File: config.mk
export PLATFORM = sky130hd
export DESIGN_NAME = pc_update_ctrl
export DESIGN_NICKNAME = d
export VERILOG_FILES = /design/src/rtl/pc_update_ctrl_pkg.sv /design/src/rtl/pc_update_ctrl_branch_eval.sv /design/src/rtl/pc_update_ctrl.sv
export SDC_FILE = /design/constraint.sdc
export NUM_CORES = 1
export LEC_CHECK = 0
export CORE_ASPECT_RATIO = 1.5
export CORE_MARGIN = 2
export CORE_UTILIZATION = 45
export CTS_CLUSTER_SIZE = 40
export DETAILED_ROUTE_END_ITERATION = 7
export PLACE_DENSITY_LB_ADDON = 0.3
export SYNTH_ARGS = -nofsm -noshare
export SYNTH_HDL_FRONTEND = slang
export SYNTH_HIERARCHICAL = 1
export SYNTH_SLANG_ARGS = --single-unit
File: constraint.sdc
create_clock -name clk -period 5.35 [get_ports clk]
set_clock_uncertainty 0.2 [all_clocks]
set_input_delay 0.535 -clock clk [delete_from_list [all_inputs] [get_ports clk]]
set_output_delay 0.535 -clock clk [all_outputs]
set_load 0.02 [all_outputs]
File: src/rtl/pc_update_ctrl_pkg.sv
// Shared definitions for the PC update sequencer: PC-source mux select
// codes, instruction classes, exception causes, vector byte addresses and
// the sequencer state encoding, plus small decode helpers.
package pc_update_ctrl_pkg;

    // PC-source mux select codes; nothing outside this set is ever driven.
    localparam logic [2:0] SRC_BRANCH = 3'b000;
    localparam logic [2:0] SRC_PC4    = 3'b001;
    localparam logic [2:0] SRC_JUMP   = 3'b010;
    localparam logic [2:0] SRC_VECTOR = 3'b100;
    localparam logic [2:0] SRC_REG    = 3'b101;

    // Fixed locations of the exception handler bytes.
    localparam logic [7:0] VEC_OPCODE = 8'd253;
    localparam logic [7:0] VEC_OVF    = 8'd254;
    localparam logic [7:0] VEC_DIV0   = 8'd255;

    typedef enum logic [2:0] {
        OP_SEQ  = 3'd0,
        OP_BEQ  = 3'd1,
        OP_BNE  = 3'd2,
        OP_BLE  = 3'd3,
        OP_BGT  = 3'd4,
        OP_JUMP = 3'd5,
        OP_JR   = 3'd6,
        OP_RTE  = 3'd7
    } op_class_e;

    typedef enum logic [1:0] {
        CAUSE_NONE   = 2'd0,
        CAUSE_OPCODE = 2'd1,
        CAUSE_OVF    = 2'd2,
        CAUSE_DIV0   = 2'd3
    } cause_e;

    typedef enum logic [2:0] {
        ST_IDLE     = 3'd0,
        ST_INC      = 3'd1,
        ST_WAIT_RES = 3'd2,
        ST_UPDATE   = 3'd3,
        ST_EXC_EPC  = 3'd4,
        ST_EXC_WAIT = 3'd5,
        ST_EXC_LOAD = 3'd6,
        ST_DONE     = 3'd7
    } state_e;

    // Handler byte address for a latched cause (0 when there is none).
    function automatic logic [7:0] vec_addr_of(input cause_e c);
        logic [7:0] a;
        case (c)
            CAUSE_OPCODE: a = VEC_OPCODE;
            CAUSE_OVF:    a = VEC_OVF;
            CAUSE_DIV0:   a = VEC_DIV0;
            default:      a = 8'd0;
        endcase
        return a;
    endfunction

    // Mux select used when a taken branch/jump redirects the PC.
    function automatic logic [2:0] redirect_src_of(input op_class_e op);
        logic [2:0] s;
        case (op)
            OP_JUMP:        s = SRC_JUMP;
            OP_JR, OP_RTE:  s = SRC_REG;
            default:        s = SRC_BRANCH;
        endcase
        return s;
    endfunction

endpackage

File: src/rtl/pc_update_ctrl_branch_eval.sv
// pc_branch_eval: combinational taken decision for one instruction.
//   op_class : instruction class (SEQ/BEQ/BNE/BLE/BGT/JUMP/JR/RTE)
//   alu_zero : ALU zero flag
//   alu_gt   : ALU greater-than flag
//   taken    : 1 when the PC must be redirected
module pc_branch_eval
    import pc_update_ctrl_pkg::*;
(
    input  logic [2:0] op_class,
    input  logic       alu_zero,
    input  logic       alu_gt,
    output logic       taken
);

    // Per-class condition; unconditional transfers are always taken.
    always_comb begin
        taken = 1'b0;
        case (op_class_e'(op_class))
            OP_SEQ:                  taken = 1'b0;
            OP_BEQ:                  taken = alu_zero;
            OP_BNE:                  taken = ~alu_zero;
            OP_BLE:                  taken = alu_zero | ~alu_gt;
            OP_BGT:                  taken = alu_gt;
            OP_JUMP, OP_JR, OP_RTE:  taken = 1'b1;
            default:                 taken = 1'b0;
        endcase
    end

endmodule

File: src/rtl/pc_update_ctrl.sv
// pc_update_ctrl: multicycle sequencer driving the PC-source mux select,
// PC write enable and EPC write enable for one instruction at a time.
// Flows: PC+4 increment, taken redirect, and exception entry (write EPC,
// read the handler byte from 253/254/255, load PC from it).
//   clk, reset            : clock, asynchronous active-high reset
//   start                 : begin PC handling (honoured only when idle)
//   resolve               : op_class / ALU flags / exception flags valid
//   op_class, alu_zero, alu_gt, exc_opcode, exc_ovf, exc_div0 : resolve data
//   pc_source, pc_write   : PC mux select and PC write enable
//   epc_write             : EPC write enable
//   mem_rd, vec_addr      : handler byte read request and address
//   cause                 : latched exception cause
//   busy, done            : not idle / one-cycle completion pulse
// All outputs are registers loaded with the decode of the next state, so
// they behave as Moore outputs of the current state.
module pc_update_ctrl
    import pc_update_ctrl_pkg::*;
#(
    parameter int MEM_LAT = 1,
    parameter int CNT_W   = 3
) (
    input  logic       clk,
    input  logic       reset,
    input  logic       start,
    input  logic       resolve,
    input  logic [2:0] op_class,
    input  logic       alu_zero,
    input  logic       alu_gt,
    input  logic       exc_opcode,
    input  logic       exc_ovf,
    input  logic       exc_div0,
    output logic [2:0] pc_source,
    output logic       pc_write,
    output logic       epc_write,
    output logic       mem_rd,
    output logic [7:0] vec_addr,
    output logic [1:0] cause,
    output logic       busy,
    output logic       done
);

    state_e           state_r, state_nxt_s;
    logic [CNT_W-1:0] cnt_r, cnt_nxt_s;
    op_class_e        op_r, op_nxt_s;
    cause_e           cause_r, cause_nxt_s;
    cause_e           exc_cause_s;
    logic             taken_s;

    logic [2:0]       pc_source_nxt_s;
    logic             pc_write_nxt_s;
    logic             epc_write_nxt_s;
    logic             mem_rd_nxt_s;
    logic [7:0]       vec_addr_nxt_s;
    logic             busy_nxt_s;
    logic             done_nxt_s;

    pc_branch_eval u_branch_eval (
        .op_class (op_class),
        .alu_zero (alu_zero),
        .alu_gt   (alu_gt),
        .taken    (taken_s)
    );

    // Exception priority: invalid opcode, then overflow, then divide by zero.
    always_comb begin
        exc_cause_s = CAUSE_NONE;
        if (exc_opcode) begin
            exc_cause_s = CAUSE_OPCODE;
        end else if (exc_ovf) begin
            exc_cause_s = CAUSE_OVF;
        end else if (exc_div0) begin
            exc_cause_s = CAUSE_DIV0;
        end else begin
            exc_cause_s = CAUSE_NONE;
        end
    end

    // Next state, wait counter and resolve-time captures.
    always_comb begin
        state_nxt_s = state_r;
        cnt_nxt_s   = cnt_r;
        op_nxt_s    = op_r;
        cause_nxt_s = cause_r;
        case (state_r)
            ST_IDLE: begin
                if (start) begin
                    state_nxt_s = ST_INC;
                end else begin
                    state_nxt_s = ST_IDLE;
                end
            end
            ST_INC: state_nxt_s = ST_WAIT_RES;
            ST_WAIT_RES: begin
                if (resolve) begin
                    op_nxt_s    = op_class_e'(op_class);
                    cause_nxt_s = exc_cause_s;
                    if (exc_cause_s != CAUSE_NONE) begin
                        state_nxt_s = ST_EXC_EPC;
                    end else if (taken_s) begin
                        state_nxt_s = ST_UPDATE;
                    end else begin
                        state_nxt_s = ST_DONE;
                    end
                end else begin
                    state_nxt_s = ST_WAIT_RES;
                end
            end
            ST_UPDATE: state_nxt_s = ST_DONE;
            ST_EXC_EPC: begin
                cnt_nxt_s   = CNT_W'(MEM_LAT);
                state_nxt_s = ST_EXC_WAIT;
            end
            ST_EXC_WAIT: begin
                // The counter enters holding MEM_LAT, so the last wait
                // cycle is the one that sees 1.
                cnt_nxt_s = cnt_r - CNT_W'(1);
                if (cnt_r == CNT_W'(1)) begin
                    state_nxt_s = ST_EXC_LOAD;
                end else begin
                    state_nxt_s = ST_EXC_WAIT;
                end
            end
            ST_EXC_LOAD: state_nxt_s = ST_DONE;
            ST_DONE:     state_nxt_s = ST_IDLE;
            default:     state_nxt_s = ST_IDLE;
        endcase
    end

    // Output decode of the state being entered.
    always_comb begin
        pc_source_nxt_s = SRC_BRANCH;
        pc_write_nxt_s  = 1'b0;
        epc_write_nxt_s = 1'b0;
        mem_rd_nxt_s    = 1'b0;
        vec_addr_nxt_s  = 8'd0;
        done_nxt_s      = 1'b0;
        busy_nxt_s      = (state_nxt_s != ST_IDLE);
        case (state_nxt_s)
            ST_INC: begin
                pc_source_nxt_s = SRC_PC4;
                pc_write_nxt_s  = 1'b1;
            end
            ST_UPDATE: begin
                pc_source_nxt_s = redirect_src_of(op_nxt_s);
                pc_write_nxt_s  = 1'b1;
            end
            ST_EXC_EPC: begin
                epc_write_nxt_s = 1'b1;
                mem_rd_nxt_s    = 1'b1;
                vec_addr_nxt_s  = vec_addr_of(cause_nxt_s);
            end
            ST_EXC_WAIT: begin
                mem_rd_nxt_s   = 1'b1;
                vec_addr_nxt_s = vec_addr_of(cause_nxt_s);
            end
            ST_EXC_LOAD: begin
                pc_source_nxt_s = SRC_VECTOR;
                pc_write_nxt_s  = 1'b1;
            end
            ST_DONE: done_nxt_s = 1'b1;
            default: done_nxt_s = 1'b0;
        endcase
    end

    // State, captures and registered outputs; reset aborts any flow at once.
    always_ff @(posedge clk or posedge reset) begin
        if (reset) begin
            state_r   <= ST_IDLE;
            cnt_r     <= '0;
            op_r      <= OP_SEQ;
            cause_r   <= CAUSE_NONE;
            pc_source <= 3'b000;
            pc_write  <= 1'b0;
            epc_write <= 1'b0;
            mem_rd    <= 1'b0;
            vec_addr  <= 8'd0;
            busy      <= 1'b0;
            done      <= 1'b0;
        end else begin
            state_r   <= state_nxt_s;
            cnt_r     <= cnt_nxt_s;
            op_r      <= op_nxt_s;
            cause_r   <= cause_nxt_s;
            pc_source <= pc_source_nxt_s;
            pc_write  <= pc_write_nxt_s;
            epc_write <= epc_write_nxt_s;
            mem_rd    <= mem_rd_nxt_s;
            vec_addr  <= vec_addr_nxt_s;
            busy      <= busy_nxt_s;
            done      <= done_nxt_s;
        end
    end

    assign cause = cause_r;

endmodule

==> results.sh <==
export IMPL_status="complete, no violations"
export IMPL_grt_usage_pct=15.69
export IMPL_worst_setup_path_end_kind="flip-flop"
export IMPL_slew_viol_final=0
export IMPL_fin_crit_sh_pct=50.84
export IMPL_cp_max_fo=4
export IMPL_cts_sinks=22
export IMPL_gp_congestion=0.8020
export IMPL_hold_start="op_r[0]$_DFF_PP0_"
export IMPL_synth_cells=117
export IMPL_drive_above_1_share_pct=4.286
export IMPL_drt_vias_per_instance=5.472
export IMPL_routedWlPerCell_um=12.50
export IMPL_placed_area_um2=1358
export IMPL_reg2reg_slack_ns=3.09
export IMPL_yosysUniqueCellTypes=32
export IMPL_crit_end="pc_source[0]$_DFF_PP0_"
export IMPL_synth_top_area_cell="dfrtp_1"
export IMPL_syn_avg_cell_area_um2=9.368
export IMPL_io_buffers=29
export IMPL_clock_latency_ns=0.30
export IMPL_hold_viol=0
export IMPL_final_cell_area_um2=1394
export IMPL_synth_compound_area_share_pct=13.70
export IMPL_synthSimpleGateAreaFrac_pct=24.43
export IMPL_max_cap_violations=0
export IMPL_timing_rr_start="state_r[0]$_DFF_PP0_"
export IMPL_seq_area_frac_synth_pct=50.23
export IMPL_firstDrtPassIters=4
export IMPL_synthDominantCellAreaShare_pct=50.23
export IMPL_setup_tns_ns=0
export IMPL_grt_pass1_wl_mm=3.450
export IMPL_antenna_left=0
export IMPL_leakage_nw=0.6277
export IMPL_reg2reg_to="pc_source[0]$_DFF_PP0_"
export IMPL_antenna_found_initial=0
export IMPL_boundaryPins=30
export IMPL_finalSetupViolations=0
export IMPL_hp_class="reg2reg"
export IMPL_syn2layout_area_growth_pct=27.17
export IMPL_syn_nets=131
export IMPL_post_cts_repair_setup_buffers=0
export IMPL_hold_buffers=0
export IMPL_remaining_drc_errors=0
export IMPL_diodes=0
export IMPL_grt_pass1_vias=843
export IMPL_num_nets_final=155
export IMPL_yosysMostFrequentCell="dfrtp_1"
export IMPL_rsz0062_at_grt="false"
export IMPL_synth_common_cells="dfrtp_1, inv_1, nand2_1"
export IMPL_synth_area_um2=1096
export IMPL_ys_top_cells_by_area="dfrtp_1, o21ai_0, inv_1, nand2_1, buf_4"
export IMPL_synth_edff_count=0
export IMPL_ys_warn_count=6
export IMPL_met3WireLength_um=89
export IMPL_die_h_um=64.45
export IMPL_wl_met1_um=883
export IMPL_relSlewSlack_pct=46.36
export IMPL_synth_adder_area_share_pct=2.283
export IMPL_crit_start="op_class[0]"
export IMPL_grt_overflow=0
export IMPL_wl_met2_mm=1.037
export IMPL_fp_row_count=21
export IMPL_core_um2=2260
export IMPL_clkSlewWorstSetupHoldPaths_ns=0.12
export IMPL_clk_path_buf_depth=2
export IMPL_yosys_most_used_dff="dfrtp_1"
export IMPL_htreeDepth=1
export IMPL_drt_iter0_markers=13
export IMPL_hpwl_mm=1.595
export IMPL_synth_top_family_by_area="simple AND/OR/NAND/NOR gates"
export IMPL_root_buffer="clkbuf_4"
export IMPL_numCtsBuffers=3
export IMPL_fmax_ghz=0.3677
export IMPL_muxShareOfSynthArea_pct=0
export IMPL_dr_max_layer_used="met4"
export IMPL_cp_data_arrival_time_ns=2.73
export IMPL_synth_ff_latch_count=22
export IMPL_p_per_area_nw_per_um2=552.9
export IMPL_synthXorXnorAreaFrac_pct=0
export IMPL_drt_total_wl_mm=2.038
export IMPL_critPathLaunchType="input pin"
export IMPL_path_cells="clkdlybuf4s50_1 -> nand2b_1 -> a21oi_1 -> nor3_2 -> or4b_1 -> or3_1 -> a22o_1 -> o31ai_1"
export IMPL_start_util_pct=48.50
export IMPL_cpPeakStageDelay_ns=0.51
export IMPL_vdd_drop_max_mv=0.2501
export IMPL_async_flop_share_pct=100.0
export IMPL_cts_resized=0
export IMPL_cts_tree="done"
export IMPL_period_minus_slack_ns=2.720
export IMPL_fp_dieW_um=44.30
export IMPL_worstMarginPinSlew_ns=0.8037
export IMPL_r2r_cells=4
export IMPL_hold_depth=2
export IMPL_slowest_stage="clkdlybuf4s50_1"
export IMPL_critical_path_class="in2reg"
export IMPL_via_count=892
export IMPL_nFillCells=195
export IMPL_grt_max_degree=23
export IMPL_cp_required_ns=5.36
export IMPL_design_die_area_um2=2855
-- cell type report --
| class | count | area, um^2 | area share (%) |
|---|---|---|---|
| Tap cell | 23 | 28.78 | 2.065 |
| Timing Repair Buffer | 29 | 290.3 | 20.83 |
| Sequential cell | 22 | 550.5 | 39.50 |
| Inverter | 12 | 45.04 | 3.232 |
| Clock buffer | 4 | 36.28 | 2.603 |
| Multi-Input combinational cell | 73 | 442.9 | 31.78 |
-- layer usage --
layer,up-vias,GRT usage (%)
li1,442,-
met1,418,18.99
met2,28,27.39
met3,4,2.507
met4,0,5.303
met5,-,0
-- per-stage QoR --
step	utilization, %	power, mW	hold WS (ns)	cells	worst slack (ns)
floorplan	-	0.5535	0.2336	117	2.998
global placement	60.08	0.6737	0.2631	159	2.432
detailed placement	60.08	0.6862	0.2571	159	2.301
CTS	61.68	0.7759	0.2878	163	2.626
global route	61.68	0.8299	0.3324	163	2.510
finish	61.68	0.7706	0.2857	163	2.630
-- placed cells by master (no fill, tap or decap), types with 3 or more instances in the layout --
| cell type | instances |
|---|---|
| nor2_1 | 6 |
| o21ai_0 | 9 |
| clkdlybuf4s50_1 | 29 |
| nand2b_1 | 5 |
| nand2_1 | 11 |
| a21oi_1 | 5 |
| dfrtp_1 | 22 |
| clkbuf_4 | 3 |
| nand3_1 | 3 |
| nor3_1 | 4 |
| inv_1 | 12 |
| nor2b_1 | 4 |
-- worst min-delay path by stage --
stage                                       to  slack [ns]
after floorplan              op_r[0]$_DFF_PP0_        0.23
after global placement    cnt_r[1]$_DFFE_PP0P_        0.26
after detailed placement     op_r[0]$_DFF_PP0_        0.26
after CTS                    op_r[0]$_DFF_PP0_        0.29
after global routing         op_r[0]$_DFF_PP0_        0.33
final                        op_r[0]$_DFF_PP0_        0.29
-- cell families (layout without fill, tap and decap cells) --
group                    count (synthesis)  after routing
adder cells (fa/ha/maj)                  2              2
AND/OR/NAND/NOR                         47             47
AO/OA/AOI/OAI                           24             24
flip-flops                              22             22
buffers and inverters                   22             45
-- worst max-delay path: cells and delay by family --
| kind | cells | cell delay, ns |
|---|---|---|
| buf+inv | 1 | 0.51 |
| compound gates | 3 | 0.54 |
| simple gates | 4 | 1.14 |
-- state kept, by name (all words and copies together), names as in the netlist --
signal / count
cnt_r: 3
op_r: 3
pc_source: 3
state_r: 3
vec_addr: 3
cause: 2
busy: 1
done: 1
epc_write: 1
mem_rd: 1
pc_write: 1
-- report_power, final --
part | leakage (nW) | switching, mW | internal [mW]
Combinational | 0.331 | 0.207 | 0.174
Sequential | 0.276 | 0.0644 | 0.235
Clock | 0.0210 | 0.0482 | 0.0415
Total | 0.628 | 0.320 | 0.451
No activity file was read; power rests on OpenSTA's default activity.
